`src/rtl/llc_dma_requester_pkg.sv`:
```
// llc_dma_requester_pkg: shared line/address types and DMA coherence message encodings.
package llc_dma_requester_pkg;
    localparam int LINE_ADDR_BITS = 12;
    localparam int BITS_PER_LINE = 32;
    localparam int CNT_BITS = 4;
    typedef logic [LINE_ADDR_BITS-1:0] line_addr_t;
    typedef logic [BITS_PER_LINE-1:0] line_t;
    typedef logic [1:0] coh_msg_t;
    localparam coh_msg_t REQ_DMA_READ = 2'd1;
    localparam coh_msg_t REQ_DMA_WRITE = 2'd2;
endpackage

```
`src/rtl/llc_dma_credit_counter.sv`:
```
// llc_dma_credit_counter: outstanding-request counter; a decrement at zero is dropped.
module llc_dma_credit_counter
    import llc_dma_requester_pkg::*;
#(
    parameter int MAX = 4
) (
    input  logic                clk,
    input  logic                rst_n,
    input  logic                clr,
    input  logic                inc,
    input  logic                dec,
    output logic [CNT_BITS-1:0] count,
    output logic                full,
    output logic                empty_next
);
    logic [CNT_BITS-1:0] count_d;
    assign count_d = clr ? '0 : count + CNT_BITS'(inc) - CNT_BITS'(dec && count != '0);
    assign full = count >= CNT_BITS'(MAX);
    assign empty_next = count_d == '0;
    always_ff @(posedge clk or negedge rst_n) begin
        if (!rst_n) count <= '0;
        else count <= count_d;
    end
endmodule

```
`src/rtl/llc_dma_requester.sv`:
```
// llc_dma_requester: line-granular DMA initiator driving the LLC DMA request/response channels.
// Defining LLC_DMA_REQ_WATCHDOG_EN adds a stall watchdog and the watchdog_err output.
module llc_dma_requester
    import llc_dma_requester_pkg::*;
#(
    parameter int MAX_OUTSTANDING = 4,
    parameter int LEN_BITS = 16
) (
    input  logic                      clk,
    input  logic                      rst_n,
    input  logic                      desc_valid,
    output logic                      desc_ready,
    input  logic [LINE_ADDR_BITS-1:0] desc_addr,
    input  logic [LEN_BITS-1:0]       desc_len,
    input  logic                      desc_write,
    input  logic                      wr_data_valid,
    output logic                      wr_data_ready,
    input  logic [BITS_PER_LINE-1:0]  wr_data,
    output logic                      llc_dma_req_valid,
    input  logic                      llc_dma_req_ready,
    output logic [1:0]                llc_dma_req_coh_msg,
    output logic [LINE_ADDR_BITS-1:0] llc_dma_req_addr,
    output logic [BITS_PER_LINE-1:0]  llc_dma_req_line,
    input  logic                      llc_dma_rsp_valid,
    output logic                      llc_dma_rsp_ready,
    input  logic [BITS_PER_LINE-1:0]  llc_dma_rsp_line,
    output logic                      rd_data_valid,
    input  logic                      rd_data_ready,
    output logic [BITS_PER_LINE-1:0]  rd_data,
`ifdef LLC_DMA_REQ_WATCHDOG_EN
    output logic                      watchdog_err,
`endif
    output logic                      done,
    output logic                      busy
);
    typedef enum logic [1:0] {IDLE, ISSUE, DRAIN, DONE} state_t;
    state_t state, state_d;
    line_addr_t addr;
    logic [LEN_BITS-1:0] len, issued;
    logic [CNT_BITS-1:0] outstanding;
    logic write, active, desc_fire, req_fire, rsp_fire, full, empty_d, clr;

    assign active = state == ISSUE || state == DRAIN;
    assign desc_ready = state == IDLE;
    assign busy = state != IDLE;
    assign done = state == DONE;
    assign desc_fire = desc_valid && desc_ready;
    assign llc_dma_req_valid = state == ISSUE && !full && (!write || wr_data_valid);
    assign req_fire = llc_dma_req_valid && llc_dma_req_ready;
    assign wr_data_ready = req_fire && write;
    assign llc_dma_req_coh_msg = state == ISSUE ? (write ? REQ_DMA_WRITE : REQ_DMA_READ) : '0;
    assign llc_dma_req_addr = addr;
    assign llc_dma_req_line = llc_dma_req_valid && write ? wr_data : '0;
    assign llc_dma_rsp_ready = active && (write || rd_data_ready);
    assign rsp_fire = llc_dma_rsp_valid && llc_dma_rsp_ready;
    // A response with nothing outstanding is a stray and never reaches the client.
    assign rd_data_valid = active && !write && llc_dma_rsp_valid && outstanding != '0;
    assign rd_data = rd_data_valid ? llc_dma_rsp_line : '0;

`ifdef LLC_DMA_REQ_WATCHDOG_EN
    logic [15:0] wd_cnt;
    always_ff @(posedge clk or negedge rst_n) begin
        if (!rst_n) wd_cnt <= '0;
        else if (req_fire || rsp_fire || watchdog_err) wd_cnt <= '0;
        else if (outstanding != '0) wd_cnt <= wd_cnt + 16'd1;
    end
    assign watchdog_err = wd_cnt == 16'hFFFF;
    assign clr = watchdog_err;
`else
    assign clr = 1'b0;
`endif

    llc_dma_credit_counter #(.MAX(MAX_OUTSTANDING)) u_credit (
        .clk       (clk),
        .rst_n     (rst_n),
        .clr       (clr),
        .inc       (req_fire),
        .dec       (rsp_fire),
        .count     (outstanding),
        .full      (full),
        .empty_next(empty_d)
    );

    always_comb begin
        state_d = state;
        case (state)
            IDLE: if (desc_fire) state_d = desc_len == '0 ? DONE : ISSUE;
            ISSUE: if (req_fire && issued + LEN_BITS'(1) == len) state_d = DRAIN;
            DRAIN: if (empty_d) state_d = DONE;
            default: state_d = IDLE;
        endcase
        if (clr) state_d = DONE;
    end

    always_ff @(posedge clk or negedge rst_n) begin
        if (!rst_n) begin
            state <= IDLE;
            addr <= '0;
            len <= '0;
            issued <= '0;
            write <= 1'b0;
        end else begin
            state <= state_d;
            if (desc_fire) begin
                addr <= desc_addr;
                len <= desc_len;
                issued <= '0;
                write <= desc_write;
            end else if (req_fire) begin
                addr <= addr + LINE_ADDR_BITS'(1);
                issued <= issued + LEN_BITS'(1);
            end
        end
    end
endmodule

```
`config.mk`:
```
export PLATFORM = sky130hd
export DESIGN_NAME = llc_dma_requester
export DESIGN_NICKNAME = d
export VERILOG_FILES = /design/src/rtl/llc_dma_requester_pkg.sv /design/src/rtl/llc_dma_credit_counter.sv /design/src/rtl/llc_dma_requester.sv
export SDC_FILE = /design/constraint.sdc
export NUM_CORES = 1
export LEC_CHECK = 0
export ABC_AREA = 1
export CAP_MARGIN = 20
export CELL_PAD_IN_SITES_DETAIL_PLACEMENT = 1
export CELL_PAD_IN_SITES_GLOBAL_PLACEMENT = 2
export CORE_MARGIN = 2
export CORE_UTILIZATION = 22
export CTS_BUF_LIST = sky130_fd_sc_hd__clkbuf_4
export DETAILED_ROUTE_END_ITERATION = 10
export PLACE_DENSITY_LB_ADDON = 0.1
export SLEW_MARGIN = 20
export SYNTH_ARGS = -nofsm -noshare
export SYNTH_HDL_FRONTEND = slang
export SYNTH_SLANG_ARGS = --single-unit
```
`constraint.sdc`:
```
create_clock -name clk -period 6.8 [get_ports clk]
set_clock_uncertainty 0.15 [all_clocks]
set_input_delay 2.04 -clock clk [delete_from_list [all_inputs] [get_ports clk]]
set_output_delay 2.04 -clock clk [all_outputs]
set_load 0.01 [all_outputs]
```
==> impl_metrics.csv, run 1 <==
group,metric,value,unit
cts,cts.sinks,51,
timing,setup_violations,0,
detailed_routing,via_per_inst,4.27,
global_route,grt_pass1_wl,23.4,mm
worst_setup_path,slowest_stage,"clkdlybuf4s50_1",
worst_setup_path,end_kind,"output port",
floorplan,dieWidth,134,um
floorplan,die-area,18000,sq um
global_route,grt_pass1_vias,4684,
placement,gp_congestion,0.738,
detailed_routing,vias,4158,
cts,clk_pin_slew,140,ps
yosys,syn_area,3720,sq um
timing,report.final.slew_viol_count,0,
worst_hold_path,hp-class,"reg -> reg",
yosys,synth_nets,684,
yosys,synth_top_cell_by_area,"dfrtp_1",
global_route,antenna_found_initial,1,
yosys,synth_cell_types,30,
yosys,synthTopCellsByCount,"132 x inv_1, 128 x nand2_1, 98 x nor2_1",
power,power_frac_seq,0.328,
detailed_routing,antenna_left,0,
placement,place_hpwl,11.5,mm
final_layout,num-nets-final,865,
yosys,async_flop_share,1.00,
yosys,syn_avg_cell_area,6.50,sq um
yosys,synth_cells,572,
placement,io_buffer_count,184,
power,p_total,1.56,mW
final_layout,layout-drive-gt1-share,0.0359,
power,power_leakage,2.86,nW
cts,cts_setup_buffers,0,
cts,cts-root-buf,"clkbuf_4",
worst_setup_path,required,4610,ps
power,p_sw,0.682,mW
final_layout,fin_area,5850,sq um
yosys,ys_ff_latch,51,
global_route,grt_use_total,0.165,
power,switching_share,0.437,
yosys,synthFlopType,"dfrtp_1",
timing,finalCritPeriodShare,0.946,
cts,tritoncts,"yes",
yosys,synth.top_cells.by_area,"dfrtp_1 34%, inv_1 13%, nand2_1 13%",
yosys,yosysSeqAreaShare,0.343,
global_route,grt_max_degree,52,
worst_setup_path,cp-start-kind,"input port",
timing,max-slew-margin-rel,0.417,
floorplan,rows,47,
timing,period_minus_slack,6440,ps
cts,clock_latency,420,ps
cts,htree_levels,2,
floorplan,start_util,0.225,
timing,hold_viol_final,0,
worst_setup_path,path_class,"in -> out",
timing,rsz0062_at_grt,"no",
cts,clockBufferDepth,2,
cts,ctsHoldBuffers,0,
run,max_cap_viol_count,0,
floorplan,io_pins,185,
cts,cts_inserted_buffers,5,
placement,dpl_cell_area,5800,sq um
timing,max_freq,0.155,GHz
detailed_routing,dr.first_iter.drc_count,94,
power,p_int,0.880,mW
timing,totalNegativeSetupSlack,0,ps
final_layout,syn_to_final_growth,57.3,%
run_status,status,"finished, final reports clean",
power,clockPowerShare,0.095,
power,p_comb_frac,0.577,
yosys,synth_most_common_cell,"inv_1",
detailed_routing,wl_per_cell,14.5,um
worst_hold_path,hold_depth,2,
worst_setup_path,r2r_cells,15,
power,ir_worst_vdd,0.0764,mV
yosys,synth_top_area_share,0.343,
global_route,grt.overflow.total,0,
power,power.density,267,nW/um^2
detailed_routing,drcViolationCount,0,
detailed_routing,first_pass_iters,4,
yosys,synth-warning-count,0,
timing,worst_pin_slew,873,ps
floorplan,core,16500,sq um
cts,post_cts_resized,0,
worst_setup_path,max_stage_delay,570,ps
floorplan,die_h,134,um
worst_setup_path,arrival,4250,ps
yosys,synth_enable_flop_cells,0,
worst_setup_path,critPathMaxFanout,32,
detailed_routing,wl,14.2,mm
worst_setup_path,worstPathCellList,"clkdlybuf4s50_1 > inv_1 > nor4_1 > inv_1 > nor2_1 > clkdlybuf4s50_1",
-- registers in the layout, summed over array words and instances, names as in the netlist --
signal            count
u_credit.count        4
llc_dma_req_addr     12
issued               16
state                 2
len                  16
write                 1
-- worst max-delay path, delay by kind of cell --
family	cells	cell delay, ps
buffers and inverters	4	1570
AND/OR/NAND/NOR	2	640
-- area by class of cell --
| type | instances | area (sq um) |
|---|---|---|
| tap | 220 | 275 |
| fill | 2068 | 10700 |
| clock buffer | 6 | 45.0 |
| timing repair buffer | 187 | 1860 |
| antenna | 1 | 2.50 |
| sequential | 51 | 1280 |
| multi-input combinational | 375 | 1890 |
| inverter | 133 | 499 |
-- final timing paths --
| path | end | startpoint | slack (ps) |
|---|---|---|---|
| worst max-delay path | rd_data[23] | llc_dma_rsp_valid | 360 |
| worst min-delay path | len[8]$_DFFE_PN0P_ | len[8]$_DFFE_PN0P_ | 380 |
| worst max register to register | state[1]$_DFFE_PN0P_ | state[0]$_DFFE_PN0P_ | 3780 |
| worst min register to register | len[8]$_DFFE_PN0P_ | len[8]$_DFFE_PN0P_ | 380 |
| max in group asynchronous | issued[11]$_DFFE_PN0P_ | rst_n | 4440 |
| min in group asynchronous | issued[2]$_DFFE_PN0P_ | rst_n | 1590 |
-- cell usage in the layout, fill, tap and decap left out --
master	netlist	final
nor3_1	1	1
xnor3_1	1	1
buf_2	2	1
o22ai_1	8	8
nor4_1	3	3
diode_2	0	1
nand4_1	13	13
o211ai_1	5	5
a31oi_1	1	1
o21ai_1	1	1
nor2_4	5	5
ha_1	11	11
nand2_4	1	1
nand3_1	39	39
clkbuf_4	0	6
nor2_8	2	2
o21ai_0	24	24
xor2_1	8	8
nor2_1	98	98
nand3_2	1	1
nand3b_1	2	2
fa_1	1	1
inv_2	1	1
buf_4	0	3
inv_1	132	132
nand2_2	7	7
nand2_1	128	128
clkdlybuf4s50_1	0	183
xnor2_1	5	5
a21oi_1	8	8
and3_1	1	1
o21bai_1	1	1
dfrtp_1	51	51
-- power groups by stage --
stage                     registers, mW  clock network [mW]  logic (mW)
after floorplan                   0.506                   0       0.486
after global placement            0.516                   0       0.897
after detailed placement          0.520                   0       0.919
after CTS                         0.514               0.157       0.924
after global routing              0.533               0.168        1.03
final                             0.512               0.149       0.901
-- per-layer routing --
metal,share of wire,GRT usage
met3,0.075,0.0563
met5,0,0
met2,0.50,0.300
met4,0.016,0.0450
met1,0.41,0.184
-- per-stage QoR --
stage | cells | hold slack (ps) | utilization | setup WS, ps
6_report | 973 | 381 | 0.354 | 365
5_1_grt | 973 | 433 | 0.354 | 67.4
4_1_cts | 972 | 388 | 0.354 | 329
3_5_place_dp | 966 | 351 | 0.351 | 318
3_3_place_gp | 966 | 348 | 0.351 | 466
2_1_floorplan | 572 | 316 | - | 1440
-- cell families after synthesis --
group | Yosys count | synth area share
DFF | 51 | 0.343
adders and majority gates | 12 | 0.0424
xor gates and xnor gates | 14 | 0.0367
AOI/OAI and AO/OA | 48 | 0.0717
buffers and inverters | 146 | 0.148
and+or+nand+nor | 301 | 0.358
Note: power is estimated with default switching activity, not from simulation.
==> run 2, diff against run 1 <==
--- a/config.mk
+++ b/config.mk
@@ -6,6 +6,7 @@
 export NUM_CORES = 1
 export LEC_CHECK = 0
 export ABC_AREA = 1
+export ABC_CLOCK_PERIOD_IN_PS = 6800
 export CAP_MARGIN = 20
 export CELL_PAD_IN_SITES_DETAIL_PLACEMENT = 1
 export CELL_PAD_IN_SITES_GLOBAL_PLACEMENT = 2
@@ -17,4 +18,5 @@
 export SLEW_MARGIN = 20
 export SYNTH_ARGS = -nofsm -noshare
 export SYNTH_HDL_FRONTEND = slang
+export SYNTH_HIERARCHICAL = 1
 export SYNTH_SLANG_ARGS = --single-unit
==> constraint.sdc (replaced) <==
create_clock -name clk -period 6.8 [get_ports clk]
set_clock_uncertainty 0.15 [all_clocks]
set_input_delay 2.04 -clock clk [delete_from_list [all_inputs] [get_ports clk]]
set_output_delay 2.04 -clock clk [all_outputs]
set_load 0.05 [all_outputs]
==> run 2 against run 1 <==
Net effect:
- area after synthesis is 0.27% higher
- via count is 1.7% higher
- sequential power is 0.8% lower
- non-clock buffer count is 3 higher
- synthesized cell count is 2.1% higher
- power is 24% higher
- first-iteration DRC count is 32% higher
- clock power is 3% higher
- die area is 0.26% higher
- largest power group unchanged
- highest routed layer unchanged
==> impl_metrics.csv, run 2 <==
group,metric,value,unit
yosys,synth_xor_area_frac,0.0235,
final_layout,layout_common_cells,"140 x inv_1, 124 x nand2_1, 119 x clkdlybuf4s50_1, 97 x nor2_1, 70 x buf_4",
cts,cts-root-buf,"clkbuf_4",
detailed_routing,dr.first_iter.drc_count,124,
timing,totalNegativeSetupSlack,0,ps
timing,hold_viol_final,0,
yosys,yosysSeqAreaShare,0.342,
detailed_routing,via_per_inst,4.27,
yosys,ys_ff_latch,51,
yosys,synthTopCellsByCount,"140 x inv_1, 124 x nand2_1, 97 x nor2_1",
global_route,grt.overflow.total,0,
final_layout,multi_input_area,1870,sq um
final_layout,antenna_cells,0,
cts,tritoncts,"yes",
placement,place_hpwl,11.7,mm
yosys,synth_cell_types,35,
timing,max-slew-margin-rel,0.409,
floorplan,dieWidth,134,um
worst_setup_path,arrival,3890,ps
power,power.density,339,nW/um^2
worst_setup_path,path_class,"in -> out",
yosys,async_flop_share,1.00,
timing,setup_violations,0,
cts,cts_inserted_buffers,5,
floorplan,start_util,0.225,
worst_setup_path,critPathMaxFanout,6,
cts,htree_levels,2,
timing,finalCritPeriodShare,0.894,
final_layout,fillCellCount,2115,
yosys,synth_enable_flop_cells,0,
worst_setup_path,cp-start-kind,"input port",
yosys,synthSimpleGateAreaFrac,0.345,
global_route,grt_max_degree,52,
cts,clk_pin_slew,170,ps
detailed_routing,wl_met2,7.83,mm
cts,cts_setup_buffers,0,
placement,io_buffer_count,184,
yosys,synth_top_cell_by_area,"dfrtp_1",
run,max_cap_viol_count,0,
detailed_routing,drcViolationCount,0,
timing,rsz0062_at_grt,"no",
cts,clockBufferDepth,2,
worst_hold_path,hp-class,"reg -> reg",
detailed_routing,antenna_left,0,
yosys,synthFlopType,"dfrtp_1",
worst_hold_path,hold_depth,2,
yosys,synth_top_area_share,0.342,
final_layout,syn_to_final_growth,53.9,%
cts,cts.sinks,51,
power,ir_worst_vdd,0.191,mV
run_status,status,"finished, final reports clean",
detailed_routing,wl_per_cell,14.6,um
power,power_leakage,2.94,nW
cts,ctsHoldBuffers,0,
floorplan,die-area,18000,sq um
cts,post_cts_resized,0,
timing,max_freq,0.165,GHz
final_layout,num-nets-final,882,
yosys,synth_fa_ha_area_frac,0.0456,
detailed_routing,m1WireLength,6.04,mm
floorplan,core,16600,sq um
worst_setup_path,required,4610,ps
detailed_routing,wl,14.4,mm
yosys,synthMuxAreaShare,0,
floorplan,io_pins,185,
floorplan,die_h,134,um
worst_setup_path,rrSetupSlack,3540,ps
detailed_routing,wl_met3,364,um
yosys,synth_top_family_by_area,"simple AND/OR/NAND/NOR gates",
yosys,synth.top_cells.by_area,"dfrtp_1 34%, inv_1 14%, nand2_1 12%",
floorplan,rows,47,
yosys,synth-warning-count,6,
yosys,syn_area,3730,sq um
yosys,synth_most_common_cell,"inv_1",
final_layout,seq_area,1280,sq um
worst_setup_path,end_kind,"output port",
global_route,grt_pass1_wl,23.0,mm
yosys,synth_compound_area_frac,0.0839,
global_route,grt_use_total,0.161,
worst_setup_path,r2r_cells,20,
power,p_total,1.94,mW
detailed_routing,first_pass_iters,4,
final_layout,layout-drive-gt1-share,0.125,
placement,gp_congestion,0.748,
timing,period_minus_slack,6080,ps
timing,worst_pin_slew,884,ps
final_layout,final_common_cell,"inv_1",
detailed_routing,highest_layer,"met4",
global_route,antenna_found_initial,0,
timing,report.final.slew_viol_count,0,
detailed_routing,vias,4230,
yosys,syn_avg_cell_area,6.38,sq um
yosys,synth_cells,584,
global_route,grt_pass1_vias,4541,
cts,clock_latency,400,ps
run 2: path summary, 6_finish.rpt:
kind                                 startpoint                      to
max reg2reg                state[1]$_DFFE_PN0P_    state[0]$_DFFE_PN0P_
min reg2reg                  len[6]$_DFFE_PN0P_      len[6]$_DFFE_PN0P_
min in group asynchronous                 rst_n  issued[10]$_DFFE_PN0P_
max                               wr_data_valid           wr_data_ready
min                          len[6]$_DFFE_PN0P_      len[6]$_DFFE_PN0P_
max in group asynchronous                 rst_n    state[0]$_DFFE_PN0P_
run 2: where the power goes:
part	total (mW)	switching, mW	internal, mW
logic	1.28	0.856	0.424
registers	0.508	0.101	0.407
clock network	0.154	0.114	0.0397
run 2: worst max-delay path, cell delays in order:
cell and delay (ps):
clkdlybuf4s50_1 450, inv_1 40, nand2_1 80, nand4_1 270, nor2_1 180, clkdlybuf4s50_1 820
run 2: per-stage QoR:
stage | area (sq um) | setup slack [ps] | util | cells | hold slack (ps)
2_1_floorplan | 3740 | 490 | - | 586 | 316
3_3_place_gp | 5680 | 715 | 0.342 | 982 | 340
3_5_place_dp | 5680 | 712 | 0.342 | 982 | 347
4_1_cts | 5740 | 691 | 0.346 | 990 | 389
5_1_grt | 5740 | 565 | 0.346 | 990 | 427
6_report | 5740 | 723 | 0.346 | 990 | 383
run 2: routing by layer:
metal / GRT usage / vias up
li1: - / 2141
met1: 0.191 / 2011
met2: 0.306 / 67
met3: 0.0223 / 11
met4: 0.0339 / 0
met5: 0 / -
run 2: kinds of logic (layout without fill, tap and decap cells):
| kind of cell | Yosys count | count (layout) |
|---|---|---|
| AND/OR/NAND/NOR | 298 | 298 |
| buffers and inverters | 157 | 341 |
| AO/OA/AOI/OAI | 54 | 54 |
| flip-flops | 51 | 51 |
| adder cells (fa/ha/maj) | 13 | 13 |
| XOR/XNOR | 10 | 10 |
| other | 1 | 3 |
run 2: area by class of cell:
class / instances / area share
clock inverters: 3 / 0.00349
clock buffers: 5 / 0.00654
inverters: 143 / 0.0938
repair buffers: 190 / 0.300
flip-flops and latches: 51 / 0.222
multi-input cells: 378 / 0.326
well taps: 220 / 0.0480
